### src/rtl/serial_add_sub.sv
// serial_add_sub: digit-serial two's-complement adder/subtractor.
//   Computes A+B or A-B over WIDTH bits, DIGIT bits per clock, LSB digit
//   first, through a single DIGIT-bit adder slice. Optional signed saturation.
// Parameters:
//   WIDTH  operand/result width (>= 2)
//   DIGIT  bits per cycle (WIDTH % DIGIT == 0)
// Ports:
//   clk, rst_n      rising-edge clock, asynchronous active-low reset
//   start           request, sampled only while idle
//   a, b, sub, sat  operands, subtract select, saturate enable (latched on start)
//   busy            high from the accept edge until the cycle after done
//   done            one-cycle pulse: result/cout/ovf/zero valid
//   result          sum/difference, saturated when sat and ovf
//   cout            raw carry out of the MSB (subtract: 1 = no borrow)
//   ovf             signed overflow of the raw result
//   zero            result == 0, after saturation
module serial_add_sub #(
    parameter int WIDTH = 16,
    parameter int DIGIT = 4
) (
    input  logic             clk,
    input  logic             rst_n,
    input  logic             start,
    input  logic [WIDTH-1:0] a,
    input  logic [WIDTH-1:0] b,
    input  logic             sub,
    input  logic             sat,
    output logic             busy,
    output logic             done,
    output logic [WIDTH-1:0] result,
    output logic             cout,
    output logic             ovf,
    output logic             zero
);

    localparam int NDIG = WIDTH / DIGIT;
    localparam int CW   = (NDIG > 1) ? $clog2(NDIG) : 1;

    typedef enum logic [1:0] {
        IDLE = 2'd0,
        RUN  = 2'd1,
        DONE = 2'd2
    } state_t;

    state_t           state_r;
    logic [WIDTH-1:0] a_r;
    logic [WIDTH-1:0] b_r;      // already inverted for subtract
    logic [WIDTH-1:0] shift_r;  // partial result, filled from the MSB end
    logic             sat_r;
    logic             carry_r;
    logic [CW-1:0]    count_r;

    logic [DIGIT-1:0] a_dig_s;
    logic [DIGIT-1:0] b_dig_s;
    logic [DIGIT:0]   slice_s;
    logic [DIGIT-1:0] sum_s;
    logic             c_out_s;
    logic             c_msb_in_s;
    logic             ovf_s;
    logic             last_s;
    logic [WIDTH-1:0] a_next_s;
    logic [WIDTH-1:0] b_next_s;
    logic [WIDTH-1:0] shift_next_s;
    logic [WIDTH-1:0] final_s;

    // Single adder slice on the current low digit, plus next-state shifts.
    always_comb begin
        a_dig_s      = a_r[DIGIT-1:0];
        b_dig_s      = b_r[DIGIT-1:0];
        slice_s      = {1'b0, a_dig_s} + {1'b0, b_dig_s} + {{DIGIT{1'b0}}, carry_r};
        sum_s        = slice_s[DIGIT-1:0];
        c_out_s      = slice_s[DIGIT];
        // Carry into the top bit of the slice recovered from its sum bit;
        // only meaningful on the final digit, where it is the carry into the MSB.
        c_msb_in_s   = sum_s[DIGIT-1] ^ a_dig_s[DIGIT-1] ^ b_dig_s[DIGIT-1];
        ovf_s        = c_msb_in_s ^ c_out_s;
        last_s       = (count_r == CW'(NDIG - 1));
        a_next_s     = a_r >> DIGIT;
        b_next_s     = b_r >> DIGIT;
        shift_next_s = (shift_r >> DIGIT) | (WIDTH'(sum_s) << (WIDTH - DIGIT));
    end

    // Saturation: raw MSB set on overflow means the true result was positive.
    always_comb begin
        if (sat_r && ovf_s) begin
            if (shift_next_s[WIDTH-1]) begin
                final_s = {1'b0, {(WIDTH-1){1'b1}}};
            end else begin
                final_s = {1'b1, {(WIDTH-1){1'b0}}};
            end
        end else begin
            final_s = shift_next_s;
        end
    end

    // Control FSM, datapath registers and registered outputs.
    always_ff @(posedge clk or negedge rst_n) begin
        if (!rst_n) begin
            state_r <= IDLE;
            a_r     <= {WIDTH{1'b0}};
            b_r     <= {WIDTH{1'b0}};
            shift_r <= {WIDTH{1'b0}};
            sat_r   <= 1'b0;
            carry_r <= 1'b0;
            count_r <= {CW{1'b0}};
            busy    <= 1'b0;
            done    <= 1'b0;
            result  <= {WIDTH{1'b0}};
            cout    <= 1'b0;
            ovf     <= 1'b0;
            zero    <= 1'b0;
        end else begin
            case (state_r)
                IDLE: begin
                    done <= 1'b0;
                    if (start) begin
                        a_r     <= a;
                        b_r     <= b ^ {WIDTH{sub}};
                        sat_r   <= sat;
                        carry_r <= sub;
                        count_r <= {CW{1'b0}};
                        busy    <= 1'b1;
                        state_r <= RUN;
                    end else begin
                        busy    <= 1'b0;
                    end
                end
                RUN: begin
                    a_r     <= a_next_s;
                    b_r     <= b_next_s;
                    shift_r <= shift_next_s;
                    carry_r <= c_out_s;
                    count_r <= count_r + CW'(1);
                    if (last_s) begin
                        result  <= final_s;
                        cout    <= c_out_s;
                        ovf     <= ovf_s;
                        zero    <= (final_s == {WIDTH{1'b0}});
                        done    <= 1'b1;
                        state_r <= DONE;
                    end else begin
                        state_r <= RUN;
                    end
                end
                DONE: begin
                    done    <= 1'b0;
                    busy    <= 1'b0;
                    state_r <= IDLE;
                end
                default: begin
                    done    <= 1'b0;
                    busy    <= 1'b0;
                    state_r <= IDLE;
                end
            endcase
        end
    end

endmodule

### config.mk
export PLATFORM = sky130hd
export DESIGN_NAME = serial_add_sub
export DESIGN_NICKNAME = d
export VERILOG_FILES = /design/src/rtl/serial_add_sub.sv
export SDC_FILE = /design/constraint.sdc
export NUM_CORES = 1
export LEC_CHECK = 0
export CAP_MARGIN = 15
export CORE_ASPECT_RATIO = 1.75
export CORE_MARGIN = 10
export CORE_UTILIZATION = 35
export DETAILED_ROUTE_END_ITERATION = 10
export PLACE_DENSITY = 0.57
export REMOVE_ABC_BUFFERS = 1
export SLEW_MARGIN = 15
export SYNTH_ARGS = -nofsm -noshare
export SYNTH_HDL_FRONTEND = slang
export SYNTH_SLANG_ARGS = --single-unit
export TNS_END_PERCENT = 30
### constraint.sdc
create_clock -name clk -period 2.6 [get_ports clk]
set_input_delay 0.39 -clock clk [delete_from_list [all_inputs] [get_ports clk]]
set_output_delay 0.39 -clock clk [all_outputs]
set_load 0.05 [all_outputs]
==> impl_metrics.yaml <==
run_status:
  status: "finished clean"
sta:
  fmax_mhz: 404.0
  fin_crit_sh_pct: 95.21
  slew_violations: 0
  setup_viol: 0
  timing.hold.ws_ps: 89.91
  skew_ps: 4.700
  fin_crit_ps: 2475
  hold_viol: 0
  slew_headroom_pct: 56.47
  worst_pin_slew_ps: 652.9
  fin_setup_tns_ps: 0
  rsz0062_at_grt: "no"
logic_synthesis:
  ys_ff_latch: 71
  ys.flop_type: "dfrtp_1"
  ys_types: 37
  yosysSeqAreaShare_pct: 51.75
  synth_edf_count: 0
  netlist_instances: 360
  synth_warnings: 0
  syn_avg_cell_area_sq_um: 9.537
  synthArstFlopShare_pct: 100.0
  synth_area_sq_um: 3433
route:
  drtPass1Iterations: 4
  wl_microns: 8517
  wl_per_cell_microns: 15.46
  via_per_inst: 4.951
  drtAntennaViolNets: 0
  drcViolationCount: 0
  drtIter0Drc: 72
  vias: 2728
layout:
  areaGrowthSynthToFinish_pct: 32.11
  drive_gt1_share_pct: 12.35
  layout.cells.non_filler: 551
  fill_cells: 945
  mostFrequentLayoutCells: "71 x nand2_1, 71 x dfrtp_1, 56 x clkdlybuf4s50_1, 33 x nor2_1, 21 x a21oi_1"
  final_area_sq_um: 4536
  nNetsFinal: 467
  n_antenna_cell: 0
setup_path:
  r2r-start: "a_r[0]$_DFFE_PN0P_"
  crit_start: "a_r[0]$_DFFE_PN0P_"
  end_kind: "flip-flop"
  worstPathArrival_ps: 2710
  worstSetupStartpointType: "flip-flop"
  crit_type: "flip-flop to flip-flop"
  path_max_fanout: 15
  critical_path_required_ps: 2840
global_route:
  grt_use_total_pct: 12.34
  grt_pass1_vias: 2888
  grt_pass1_wl_microns: 13930
  overflow: 0
  grt_max_degree: 31
  antenna_found_initial: 0
cts:
  cts-root-buf: "clkbuf_16"
  clk_pin_slew_ps: 50
  cts_inserted_buffers: 9
  cts_tree: "done"
  htree_levels: 3
  clock_sinks: 71
  cts_buffer_depth: 2
  clkLatencyLatePin_ps: 330
die:
  ios: 58
  start_util_pct: 36.04
  die_w_microns: 94.87
  core_sq_um: 9527
  die_h_microns: 151.0
  fp-row-count: 47
  dieArea_sq_um: 14330
place:
  io_buffers: 57
  dpl.cell_count: 533
  gp_congestion: 0.7885
  place_area_sq_um: 4187
  hpwl_microns: 6234
power_and_ir_drop:
  power_density_nw_per_um2: 1467
  p_leak_uw: 0.001964
  ir_drop_v: 0.0004886
flow_run:
  drv_cap: 0
worst_hold_path:
  hold_class: "primary input to asynchronous set/reset pin"
## final cells by class
cell class	count	area (sq um)	area share, %
clock buffer	13	270.3	5.959
clock inverter	3	40.04	0.8828
inverter	5	18.77	0.4138
multi-input combinational	262	1551	34.21
sequential	71	1777	39.17
tap	122	152.6	3.366
timing repair buffer	75	725.7	16.00
## synthesized netlist by cell type (2+ instances only)
| master | number | area share, % |
|---|---|---|
| dfrtp_1 | 71 | 52 |
| nand2_1 | 71 | 7.8 |
| nor2_1 | 34 | 3.7 |
| a21oi_1 | 21 | 3.1 |
| nor2b_1 | 20 | 3.6 |
| nor3_1 | 17 | 2.5 |
| clkbuf_1 | 15 | 1.6 |
| xnor2_1 | 14 | 3.6 |
| a31oi_1 | 13 | 2.4 |
| o21ai_0 | 13 | 1.9 |
| o22a_1 | 12 | 3.1 |
| nor3_2 | 9 | 2.6 |
| a22o_1 | 5 | 1.3 |
| buf_2 | 5 | 0.73 |
| xor2_1 | 5 | 1.3 |
| ha_1 | 4 | 1.5 |
| inv_1 | 4 | 0.44 |
| nor4_1 | 3 | 0.55 |
| fa_1 | 2 | 1.2 |
| nand3_1 | 2 | 0.29 |
| nand4_1 | 2 | 0.36 |
| o22ai_1 | 2 | 0.36 |
| or2_2 | 2 | 0.36 |
## critical path, stage by stage, from the launching register on
cell and delay (ps):
dfrtp_1 390, fa_1 470, fa_1 420, nand3_1 140, nand4_1 170, a211oi_4 270, buf_4 240, nor3_1 80
nor3_1 200
## cells by family (layout without fill, tap and decap cells)
kind of cell / after synthesis / count (layout) / share of synthesized area, %
mux: 2 / 2 / 0.7287
flops: 71 / 71 / 51.75
compound gates: 68 / 68 / 12.86
fa+ha+maj: 6 / 6 / 2.624
simple gates: 166 / 166 / 23.25
xor+xnor: 20 / 20 / 5.321
buf+inv: 27 / 96 / 3.462
## per-stage QoR
step | setup WS, ps | util [%] | total power (uW)
2_1_floorplan | -324.2 | - | 4265
3_3_place_gp | 15.77 | 43.95 | 5294
3_5_place_dp | -51.54 | 43.95 | 5364
4_1_cts | 35.94 | 47.41 | 6669
5_1_grt | 11.28 | 47.61 | 7146
6_report | 124.6 | 47.61 | 6654
## registers in the layout, indices dropped and copies added, names as in the netlist, 2 cells and up
name     cells
state_r      2
a_r         16
count_r      2
result      16
shift_r     12
b_r         16
## layer usage
layer	GRT usage (%)	share of wire, %
met2	22.21	56
met5	0	0
met1	12.95	37
met4	6.241	2.6
met3	2.825	4.2
## timing repair
item | CTS | global route
endpoints found under the setup margin | 5 | 14
setup buffers | 1 | 1
pin swaps | 1 | 0
hold buffers | 0 | 0
resized for setup | 0 | 3
hold endpoints to repair | 0 | 0
## final timing paths
kind / to / slack [ps] / cells after the start
max: result[0]$_DFFE_PN0P_ / 120 / 8
min: a_r[10]$_DFFE_PN0P_ / 90 / 1
max reg2reg: result[0]$_DFFE_PN0P_ / 120 / 8
min reg2reg: cout$_DFFE_PN0P_ / 490 / 2
max in group asynchronous: result[6]$_DFFE_PN0P_ / 1840 / 2
min in group clk: cout$_DFFE_PN0P_ / 490 / 2
## report_power, final
group          internal [uW]  switching, uW  total, uW
Clock                    818            440       1260
Sequential              1640            367       2010
Combinational           1370           2020       3390
(Power assumes the default switching activity.)
